<file path="src/rtl/fft_layer_writeback_pkg.sv">
// Shared FFT layer definitions: writeback FSM state encoding and per-layer partition geometry.
// The read-side address generator uses the same helpers so both sides agree on the layout.
package fft_layer_writeback_pkg;

    typedef enum logic [1:0] {
        ST_IDLE = 2'd0,
        ST_RUN  = 2'd1,
        ST_DONE = 2'd2
    } wb_state_t;

    function automatic int layer_order(input int fft_size, input int layer_num);
        return $clog2(fft_size) - 1 - layer_num;
    endfunction

    function automatic int num_parts(input int fft_size, input int layer_num);
        return 1 << layer_order(fft_size, layer_num);
    endfunction

    function automatic int part_len(input int fft_size, input int layer_num);
        return fft_size / num_parts(fft_size, layer_num);
    endfunction

    function automatic int part_mid(input int fft_size, input int layer_num);
        return part_len(fft_size, layer_num) / 2;
    endfunction

    // A counter with a single legal value still needs one bit.
    function automatic int cnt_w(input int range);
        return (range > 1) ? $clog2(range) : 1;
    endfunction

endpackage

</file>
<file path="src/rtl/fft_layer_writeback_part_counter.sv">
// Nested position/partition counter for one FFT layer; exposes the pair index in effect
// this cycle (already cleared when clr is high) and a flag marking the last pair.
module fft_part_counter
    import fft_layer_writeback_pkg::*;
#(
    parameter int PART_MID  = 1,
    parameter int NUM_PARTS = 4,
    parameter int POS_W     = cnt_w(PART_MID),
    parameter int PART_W    = cnt_w(NUM_PARTS)
) (
    input  logic              i_CLK,
    input  logic              i_RST_N,
    input  logic              clr,
    input  logic              inc,
    output logic [POS_W-1:0]  pos,
    output logic [PART_W-1:0] part,
    output logic              last
);

    localparam logic [POS_W-1:0]  POS_MAX  = POS_W'(PART_MID - 1);
    localparam logic [PART_W-1:0] PART_MAX = PART_W'(NUM_PARTS - 1);

    logic [POS_W-1:0]  pos_q;
    logic [PART_W-1:0] part_q;

    // A clear and an increment in the same cycle count the current pair as pair 0.
    always_comb begin
        pos  = clr ? '0 : pos_q;
        part = clr ? '0 : part_q;
        last = (pos == POS_MAX) && (part == PART_MAX);
    end

    always_ff @(posedge i_CLK or negedge i_RST_N) begin
        if (!i_RST_N) begin
            pos_q  <= '0;
            part_q <= '0;
        end else begin
            if (clr) begin
                pos_q  <= '0;
                part_q <= '0;
            end
            if (inc && !last) begin
                if (pos == POS_MAX) begin
                    pos_q  <= '0;
                    part_q <= part + PART_W'(1);
                end else begin
                    pos_q  <= pos + POS_W'(1);
                end
            end
        end
    end

endmodule

</file>
<file path="src/rtl/fft_layer_writeback.sv">
// Per-layer FFT writeback: turns butterfly result pairs into registered dual-port writes
// to the destination bank and flags completion of the layer.
module fft_layer_writeback
    import fft_layer_writeback_pkg::*;
#(
    parameter int FFT_SIZE  = 8,
    parameter int LAYER_NUM = 0,
    parameter int ADDR_SIZE = 5,
    parameter int DATA_W    = 32
) (
    input  logic                 i_CLK,
    input  logic                 i_RST_N,
    input  logic                 i_start,
    input  logic                 i_valid,
    input  logic [DATA_W-1:0]    i_data_A,
    input  logic [DATA_W-1:0]    i_data_B,
    output logic                 o_wren,
    output logic [ADDR_SIZE-1:0] o_wraddr_A,
    output logic [ADDR_SIZE-1:0] o_wraddr_B,
    output logic [DATA_W-1:0]    o_wrdata_A,
    output logic [DATA_W-1:0]    o_wrdata_B,
    output logic                 o_busy,
    output logic                 o_done,
    output logic                 o_err
);

    localparam int NUM_PARTS = num_parts(FFT_SIZE, LAYER_NUM);
    localparam int PART_LEN  = part_len(FFT_SIZE, LAYER_NUM);
    localparam int PART_MID  = part_mid(FFT_SIZE, LAYER_NUM);
    localparam int POS_W     = cnt_w(PART_MID);
    localparam int PART_W    = cnt_w(NUM_PARTS);

    localparam logic [ADDR_SIZE-1:0] PART_LEN_A = ADDR_SIZE'(PART_LEN);
    localparam logic [ADDR_SIZE-1:0] PART_MID_A = ADDR_SIZE'(PART_MID);

    wb_state_t             state_q;
    wb_state_t             state_nxt;
    logic                  vld_p0;
    logic [POS_W-1:0]      pos_p0;
    logic [PART_W-1:0]     part_p0;
    logic                  last_p0;
    logic [ADDR_SIZE-1:0]  addr_a_p0;
    logic [ADDR_SIZE-1:0]  addr_b_p0;

    logic                  vld_p1;
    logic [ADDR_SIZE-1:0]  addr_a_p1;
    logic [ADDR_SIZE-1:0]  addr_b_p1;
    logic [DATA_W-1:0]     data_a_p1;
    logic [DATA_W-1:0]     data_b_p1;
    logic                  busy_p1;
    logic                  done_p1;
    logic                  err_p1;

    fft_part_counter #(
        .PART_MID  (PART_MID),
        .NUM_PARTS (NUM_PARTS),
        .POS_W     (POS_W),
        .PART_W    (PART_W)
    ) u_cnt (
        .i_CLK   (i_CLK),
        .i_RST_N (i_RST_N),
        .clr     (i_start),
        .inc     (vld_p0),
        .pos     (pos_p0),
        .part    (part_p0),
        .last    (last_p0)
    );

    // p0: accept decision, next state and write addresses for the pair on the inputs
    always_comb begin
        vld_p0    = i_valid && (i_start || (state_q == ST_RUN));
        state_nxt = state_q;
        if (i_start) begin
            state_nxt = (vld_p0 && last_p0) ? ST_DONE : ST_RUN;
        end else if ((state_q == ST_RUN) && vld_p0 && last_p0) begin
            state_nxt = ST_DONE;
        end
        addr_a_p0 = ADDR_SIZE'(part_p0) * PART_LEN_A + ADDR_SIZE'(pos_p0);
        addr_b_p0 = addr_a_p0 + PART_MID_A;
    end

    // p1: registered write port and status flags
    always_ff @(posedge i_CLK or negedge i_RST_N) begin
        if (!i_RST_N) begin
            state_q   <= ST_IDLE;
            vld_p1    <= 1'b0;
            addr_a_p1 <= '0;
            addr_b_p1 <= '0;
            data_a_p1 <= '0;
            data_b_p1 <= '0;
            busy_p1   <= 1'b0;
            done_p1   <= 1'b0;
            err_p1    <= 1'b0;
        end else begin
            state_q <= state_nxt;
            vld_p1  <= vld_p0;
            if (vld_p0) begin
                addr_a_p1 <= addr_a_p0;
                addr_b_p1 <= addr_b_p0;
                data_a_p1 <= i_data_A;
                data_b_p1 <= i_data_B;
            end
            busy_p1 <= (state_nxt == ST_RUN);
            done_p1 <= (state_nxt == ST_DONE);
            err_p1  <= i_valid && !vld_p0;
        end
    end

    assign o_wren     = vld_p1;
    assign o_wraddr_A = addr_a_p1;
    assign o_wraddr_B = addr_b_p1;
    assign o_wrdata_A = data_a_p1;
    assign o_wrdata_B = data_b_p1;
    assign o_busy     = busy_p1;
    assign o_done     = done_p1;
    assign o_err      = err_p1;

endmodule
</file>
<file path="config.mk">
export PLATFORM = sky130hd
export DESIGN_NAME = fft_layer_writeback
export DESIGN_NICKNAME = d
export VERILOG_FILES = /design/src/rtl/fft_layer_writeback_pkg.sv /design/src/rtl/fft_layer_writeback_part_counter.sv /design/src/rtl/fft_layer_writeback.sv
export SDC_FILE = /design/constraint.sdc
export NUM_CORES = 1
export LEC_CHECK = 0
export ABC_AREA = 1
export BUFFER_PORTS_ARGS = -buffer_cell sky130_fd_sc_hd__buf_2
export CAP_MARGIN = 20
export CORE_MARGIN = 2
export CORE_UTILIZATION = 52
export CTS_BUF_LIST = sky130_fd_sc_hd__clkbuf_8
export DETAILED_ROUTE_END_ITERATION = 8
export PLACE_DENSITY_LB_ADDON = 0.08
export SYNTH_ARGS = -nofsm -noshare
export SYNTH_HDL_FRONTEND = slang
export SYNTH_SLANG_ARGS = --single-unit
</file>
<file path="constraint.sdc">
create_clock -name i_CLK -period 2.68 [get_ports i_CLK]
set_input_delay 0.134 -clock i_CLK [delete_from_list [all_inputs] [get_ports i_CLK]]
set_output_delay 0.134 -clock i_CLK [all_outputs]
set_load 0.01 [all_outputs]
</file>
# --- Word level (Yosys, flattened, before mapping) ---
# Cells that the tools add are included.
totals:
  latchBits: 0
  elab_cells: 39
  memories: 0
  input_bits: 68
  rom_bits: 0
  regBits: 83
  output_inout_bits: 78
  ramBits: 0
op_classes:
  n_div: 0
  n_lt_le_gt_ge: 0
  addsub: 4
  eq_ne: 4
  shifts: 0
  n_mul: 0
  n_reduce_logical: 10
  n_bitwise: 1
  mux: 9
op_table:
  columns: ["op", "count"]
  rows:
  - ["$mux W2", 6]
  - ["$logic_and A1 B1 Y1", 7]
  - ["$add A4 B1 Y5 const B", 1]
  - ["$add A3 B1 Y4", 1]
  - ["$eq A2 B1 Y1 const B", 2]
  - ["$eq A2 B2 Y1 const B", 2]
  - ["$mux W1", 3]
  - ["$add A2 B1 Y2 const B", 1]
  - ["$logic_not A1 Y1", 2]
  - ["$add A1 B1 Y1 const B", 1]
  - ["$logic_or A1 B1 Y1", 1]
  - ["$not A1 Y1", 1]

# --- Longest topological paths before layout ---
# Gate-level depths: netlist (run 1).
logic_depth:
  depth_word: 8
  mapped_depth: 8
  ltp_nobuf: 8

# --- Cells and area by module ---
# Synthesis (run 1) repeated with hierarchy kept, for this count alone.
unflattened:
  cells_unflattened: 361
  hier_area_um2: 3294.4
modules_own_cells:
  columns: ["module", "area_each_um2", "n_inst", "seq_area_each_um2", "cells_per_inst"]
  rows:
  - ["fft_layer_writeback", 3139.3, 1, 1926.8, 341]
  - ["fft_part_counter", 155.1, 1, 75.1, 20]

# --- Worst setup path before layout (run 1) ---
# Ideal clock, no wire load.
synth_path:
  path_kind: "flip-flop to flip-flop"
  from: "reg state_q[1]"
  to: "reg data_a_p1[20], in the netlist o_wrdata_A[20]"
  t_required_ns: 2.564
  t_arrival_ns: 1.059
  path_buffers: 2
  path_slack_ns: 1.505
  stages_incl_launch_ff: 9
  setup_time_ns: 0.116
  period_less_slack_ns: 1.175
  cell_sequence: "dfrtp_1 > inv_1 > nand2_1 > nand2_1 > nand2_2 > buf_4 > buf_2 > nand2_1 > nand2_1"
synth_between:
  elab_chain_len: 3
synth_lines:
  columns: ["item", "line", "rtl"]
  rows:
  - ["start: declaration", "fft_layer_writeback.sv:36", "wb_state_t state_q;"]
  - ["start signal: assignment", "fft_layer_writeback.sv:95", "state_q <= state_nxt;"]
  - ["$eq A2 B1 Y1", "fft_layer_writeback.sv:71", "vld_p0 = i_valid && (i_start || (state_q == ST_RUN));"]
  - ["$logic_or A1 B1 Y1", "fft_layer_writeback.sv:71", null]
  - ["$logic_and A1 B1 Y1", "fft_layer_writeback.sv:71", null]
  - ["end signal: assignment", "fft_layer_writeback.sv:100", "data_a_p1 <= i_data_A;"]
  - ["end: declaration", "fft_layer_writeback.sv:48", "logic [DATA_W-1:0] data_a_p1;"]
# Every way passes these cells.
# A chain may end at the register's enable or synchronous reset.

# --- Worst setup path after layout (run 1) ---
layout_path:
  from: "reg state_q[1]"
  to: "reg data_a_p1[9], in the netlist o_wrdata_A[9]"
# Same word-level chain as after synthesis.

==> results.toml, run 1 <==
[timing]
rsz0062_at_grt = "no"
tightestPinTransition_ns = 0.954
finalSetupViolCount = 0
hold_viol = 0
finClkSkew_ns = 0.00971
fin_crit_sh = 0.700
max_freq_mhz = 533
finalSetupTns_ns = 0
layout_setup_ws_ns = 0.804
finalMaxSlewViolations = 0
period_needed_ns = 1.88
fin_hold_ws_ns = 0.0877
timing.slew.headroom = 0.364

[setup_path]
endpoint_kind = "flop"
critical_path_class = "flop to flop"
startpoint_type = "flop"
arrival_ns = 2.12
critPathMaxFanout = 54
worstPathRequired_ns = 2.92

[pwr]
power_leakage_nw = 2.72
power.switching_mw = 0.743
finalPower_mw = 2.84
comb_power_share = 0.176
clkPwrFrac = 0.338
sw_frac_of_total = 0.262
p_per_area_nw_per_um2 = 601
power_frac_seq = 0.486
p_int_mw = 2.09
ir_drop_mv = 0.366

[finish]
n_antenna_cell = 0
area_delta_synth_final_pct = 51.9
finalNonFillerCells = 636
drive_above_1_share = 0.292
final_nets = 626

[run_status]
status = "complete, no violations"

[global_route]
grt_start_max_net_pins = 81
grt_first_pass_wirelength_mm = 12.8
grt_pass1_vias = 2880
grtUsageTotal = 0.255
grt_overflow = 0
antenna_found_initial = 0

[floorplanning]
rows = 28
core_area_um2 = 5850
die_w_um = 81.3
die_area_um2 = 6610
fp.dieH_um = 81.3
ioPinCount = 146
start_util = 0.531

[cts]
path_clk_slew_ns = 0.08
cts_made_buffers = 9
tritoncts = "yes"
insertion_delay_ns = 0.35
cts_resized = 0
clock_sinks = 80
clk_path_buf_depth = 2
htreeDepth = 3
cts_root_buffer = "clkbuf_8"
cts_setup_buffers = 0

[place]
globalplace.congestion = 0.755
dp_hpwl_mm = 4.65
post-place-ws_ns = 0.810
port_buffers = 142
dp_cells = 555

[min_path]
hold_path_class = "input port to flop"

[logic_synthesis]
synth_seq_area_share = 0.645
yosysTopAreaCellShare = 0.645
synth_top_cell_by_area = "dfrtp_1"
synth_area_leaders = "dfrtp_1 64%, nand2_1 27%, buf_2 1.5%"
netlist_area_um2 = 3110
synthDistinctLibCells = 16
synth_warnings = 0
ys_seq_elements = 80
syn_area_per_cell_um2 = 8.85
syn-instance-count = 351

[drt]
drtAntennaViolNets = 0
drcViolationCount = 0
drt_iter0_drc = 141
drt_wl_total_mm = 8.11
vias = 2936
wl_per_cell_um = 12.8
vias_per_cell = 4.62
first_pass_iters = 4

[run]
drv_cap = 0
==> registers in the layout (all words and copies together) (netlist names) <==
name / count
state_q: 2
o_wraddr_A: 3
o_wren: 1
o_busy: 1
o_wrdata_A: 32
o_wraddr_B: 4
o_done: 1
o_err: 1
o_wrdata_B: 32
u_cnt.pos_q: 1
u_cnt.part_q: 2
==> worst max-delay path: stages (launching register included) <==
cell and delay [ns]:
dfrtp_1 0.38, inv_1 0.06, nand2_1 0.04, nand2_1 0.15
nand2_2 0.55, buf_4 0.43, nand2_1 0.09, nand2_1 0.06
==> worst paths after layout <==
| kind | depth (start not counted) | slack, ns | end | from |
|---|---|---|---|---|
| max in group asynchronous | 2 | 1.59 | o_wrdata_B[9] | i_RST_N |
| worst max register to register | 7 | 0.80 | o_wrdata_A[9] | state_q[1] |
| worst min register to register | 2 | 0.48 | o_wrdata_A[17] | o_wrdata_A[17] |
| min in group asynchronous | 2 | 0.48 | o_wrdata_A[25] | i_RST_N |
| worst max-delay path | 7 | 0.80 | o_wrdata_A[9] | state_q[1] |
| worst min-delay path | 3 | 0.09 | o_err | i_valid |
==> power by group through the flow <==
stage / registers [mW] / logic (mW) / clock network (mW)
floorplan: 1.45 / 0.153 / 0
global placement: 1.40 / 0.412 / 0
detailed placement: 1.40 / 0.423 / 0
CTS: 1.38 / 0.496 / 0.993
global route: 1.39 / 0.558 / 1.04
finish: 1.38 / 0.499 / 0.959
==> metrics by stage <==
stage	area (um2)	util
after floorplan	3110	-
after global placement	3850	0.657
after detailed placement	3850	0.657
after CTS	4720	0.806
after global routing	4720	0.806
final	4720	0.806
==> timing repair <==
action / 4_1_cts / 5_1_grt
hold buffers: 65 / 0
endpoints found under the hold margin: 144 / 0
setup endpoints to repair: 0 / 0
==> cell usage after synthesis (all sizes together) <==
master,n
nor2,7
nand2,221
buf,15
nand4,2
o21ai,6
dfrtp,80
nand3,4
clkbuf,3
inv,10
conb,1
ha,2
==> metal layers <==
| metal | global-route usage | routed length [um] | vias up |
|---|---|---|---|
| li1 | - | - | 1459 |
| met1 | 0.312 | 3420 | 1344 |
| met2 | 0.427 | 3920 | 114 |
| met3 | 0.0789 | 591 | 19 |
| met4 | 0.0932 | 177 | 0 |
| met5 | 0 | 0 | - |
==> cell usage in the layout, fill, tap and decap left out <==
cell type / count
bufinv_16: 2
clkbuf_8: 10
inv_2: 2
nor2_4: 1
nand4_1: 2
inv_1: 9
clkinv_2: 1
conb_1: 3
o21ai_0: 6
nand2_2: 1
buf_12: 1
nand3_1: 4
ha_1: 2
nor2_1: 6
buf_2: 141
buf_4: 3
dfrtp_1: 80
nand2_1: 220
clkinvlp_4: 2
dlygate4sd3_1: 65
==> cells by family (layout without fill, tap and decap cells) <==
logic type               Yosys count  after routing  synth area share
adder cells (fa/ha/maj)            2              2           0.00806
AO/OA/AOI/OAI                      6              6           0.00967
other                              1              3           0.00121
AND/OR/NAND/NOR                  234            234             0.289
flip-flops                        80             80             0.645
buffers and inverters             28            236            0.0471
==> area by class of cell <==
class / count / area (um2)
flip-flops and latches: 80 / 2000
repair buffers: 210 / 1400
fillers: 348 / 1130
multi-input cells: 245 / 965
clock buffers: 10 / 138
well taps: 75 / 93.8
clock inverters: 6 / 83.8
inverters: 10 / 37.5
Note: power is estimated with default switching activity, not from simulation.
==> run 2, diff against run 1 <==
ABC_AREA = 0   (was 1)
CORE_UTILIZATION = 43   (was 52)
clock period = 1.7 ns   (was 2.68 ns; I/O delays follow)
==> results.toml, run 2 <==
[timing]
hold_viol = 0
fin_hold_ws_ns = 0.0353
finalSetupViolCount = 0
rsz0062_at_grt = "no"
finalMaxSlewViolations = 0
tightestPinTransition_ns = 0.542
max_freq_mhz = 644
finClkSkew_ns = 0.0149
finalSetupTns_ns = 0
timing.slew.headroom = 0.639
period_needed_ns = 1.55
fin_crit_sh = 0.913

[setup_path]
reg2reg_slack_ns = 0.15
critPathMaxFanout = 31
endpoint_kind = "flop"
startpoint_type = "flop"
rr_endpoint = "o_wraddr_B[2]"
critical_path_class = "flop to flop"
r2r_cells = 5
reg2reg_from = "state_q[0]"
arrival_ns = 1.76
worstPathRequired_ns = 1.91

[finish]
final_nets = 474
n_antenna_cell = 0
area_delta_synth_final_pct = 54.6
drive_above_1_share = 0.565
layout_common_cells = "141 x buf_2, 80 x dfrtp_1, 65 x dlygate4sd3_1"
post-route-util = 0.698
final_common_cell = "buf_2"

[floorplanning]
rows = 30
start_util = 0.451
die_area_um2 = 7910
die_w_um = 88.9
ioPinCount = 146
core_area_um2 = 6870
fp.dieH_um = 88.9

[global_route]
grtUsageTotal = 0.191
grt_first_pass_wirelength_mm = 11.4
grt_pass1_vias = 2420
grt_start_max_net_pins = 43
grt_overflow = 0
antenna_found_initial = 0

[cts]
tritoncts = "yes"
path_clk_slew_ns = 0.08
cts_root_buffer = "clkbuf_8"
cts_made_buffers = 9
insertion_delay_ns = 0.34
htreeDepth = 3
clock_sinks = 80
cts_resized = 0
clk_path_buf_depth = 2

[logic_synthesis]
synthAdderAreaFrac = 0.00807
synth_top_family_by_area = "multiplexers"
synth_seq_area_share = 0.646
synth_top_cell_by_area = "dfrtp_1"
synth_xor_area_frac = 0.00282
yosys_most_used_dff = "dfrtp_1"
synth_warnings = 0
synth-simple-area-share = 0.0194
synthDistinctLibCells = 28
synth_compound_area_frac = 0.0234
ys_seq_elements = 80
yosysTopAreaCellShare = 0.646
synth_mux_area_frac = 0.270
syn_area_per_cell_um2 = 16.3
synth_area_leaders = "dfrtp_1 65%, mux2_2 21%, mux2_4 3.4%"
synth-edff-count = 0
yosysMostFrequentCell = "dfrtp_1"
async_flop_share = 1.00
ys_top_cells_by_count = "80 x dfrtp_1, 59 x mux2_2, 7 x mux2_4"
netlist_area_um2 = 3100
syn-instance-count = 190

[run]
drv_cap = 0

[drt]
dr_wl_met2_mm = 3.58
wl_per_cell_um = 14.7
wirelength_met1_mm = 3.18
drt_wl_total_mm = 7.44
wl_met3_um = 613
vias = 2322
top_layer = "met4"
drcViolationCount = 0
vias_per_cell = 4.60
drtAntennaViolNets = 0
drt_iter0_drc = 54
first_pass_iters = 4

[pwr]
ir_drop_mv = 0.504
p_per_area_nw_per_um2 = 923
finalPower_mw = 4.42
power_leakage_nw = 2.35

[min_path]
hold_path_class = "input port to flop"
min_to = "o_busy"
min_delay_path_depth = 2
hold_start = "i_valid"

[place]
dp_hpwl_mm = 4.46
port_buffers = 142
globalplace.congestion = 0.747

[run_status]
status = "complete, no violations"
run 2: changes by cell type in the layout (fill, tap and decap cells not counted), sizes merged, moves of 4 or more:
| cell | delta |
|---|---|
| nor2 | -4 |
| o21ai | -4 |
| mux2 | +72 |
| nand2 | -220 |
| nand3 | -4 |
| inv | -6 |
run 2: cell families (layout without fill, tap and decap cells):
family | count (synthesis) | after routing
flip-flops | 80 | 80
multiplexers | 72 | 72
buffers and inverters | 15 | 232
AND/OR/NAND/NOR | 10 | 10
AO/OA/AOI/OAI | 9 | 9
adder cells (fa/ha/maj) | 2 | 2
other | 1 | 3
XOR/XNOR | 1 | 1
run 2: worst max-delay path by stage:
stage / end / depth (start not counted) / from
2_1_floorplan: o_wrdata_B[12] / 5 / state_q[0]
3_3_place_gp: o_wraddr_B[2] / 5 / state_q[0]
3_5_place_dp: o_wraddr_A[2] / 5 / state_q[0]
4_1_cts: o_wraddr_B[2] / 5 / state_q[0]
5_1_grt: o_wraddr_B[2] / 5 / state_q[0]
6_report: o_wraddr_B[2] / 5 / state_q[0]
run 2: layout make-up:
| class | instances | area [um2] |
|---|---|---|
| Clock buffer | 10 | 138 |
| Clock inverter | 6 | 61.3 |
| Fill cell | 505 | 2080 |
| Inverter | 3 | 11.3 |
| Multi-Input combinational cell | 97 | 1010 |
| Sequential cell | 80 | 2000 |
| Tap cell | 96 | 120 |
| Timing Repair Buffer | 213 | 1450 |
run 2: metal layers:
layer,GRT usage,vias to the layer above
met2,0.324,102
met1,0.233,1130
met5,0,-
met3,0.0554,8
met4,0.0661,0
li1,-,1082
run 2: what timing repair did:
action	in CTS	in global routing
hold endpoints to repair	104	0
setup buffers	0	0
hold buffers	65	0
run 2: report_power, final:
group,switching (mW),internal (mW)
clock,0.659,0.711
combinational,0.379,0.488
sequential,0.0886,2.10
run 2: through the flow:
stage | setup slack [ns] | instances | area (um2)
2_1_floorplan | 0.308 | 192 | 3110
5_1_grt | 0.0552 | 505 | 4790
3_3_place_gp | 0.182 | 424 | 3940
4_1_cts | 0.127 | 505 | 4790
6_report | 0.147 | 505 | 4790
3_5_place_dp | 0.142 | 424 | 3940
run 2: critical path, stage by stage (launching register included):
cell,delay [ns]
dfrtp_1,0.40
nor2b_4,0.15
o21ai_4,0.19
buf_12,0.24
inv_2,0.13
mux2_1,0.32
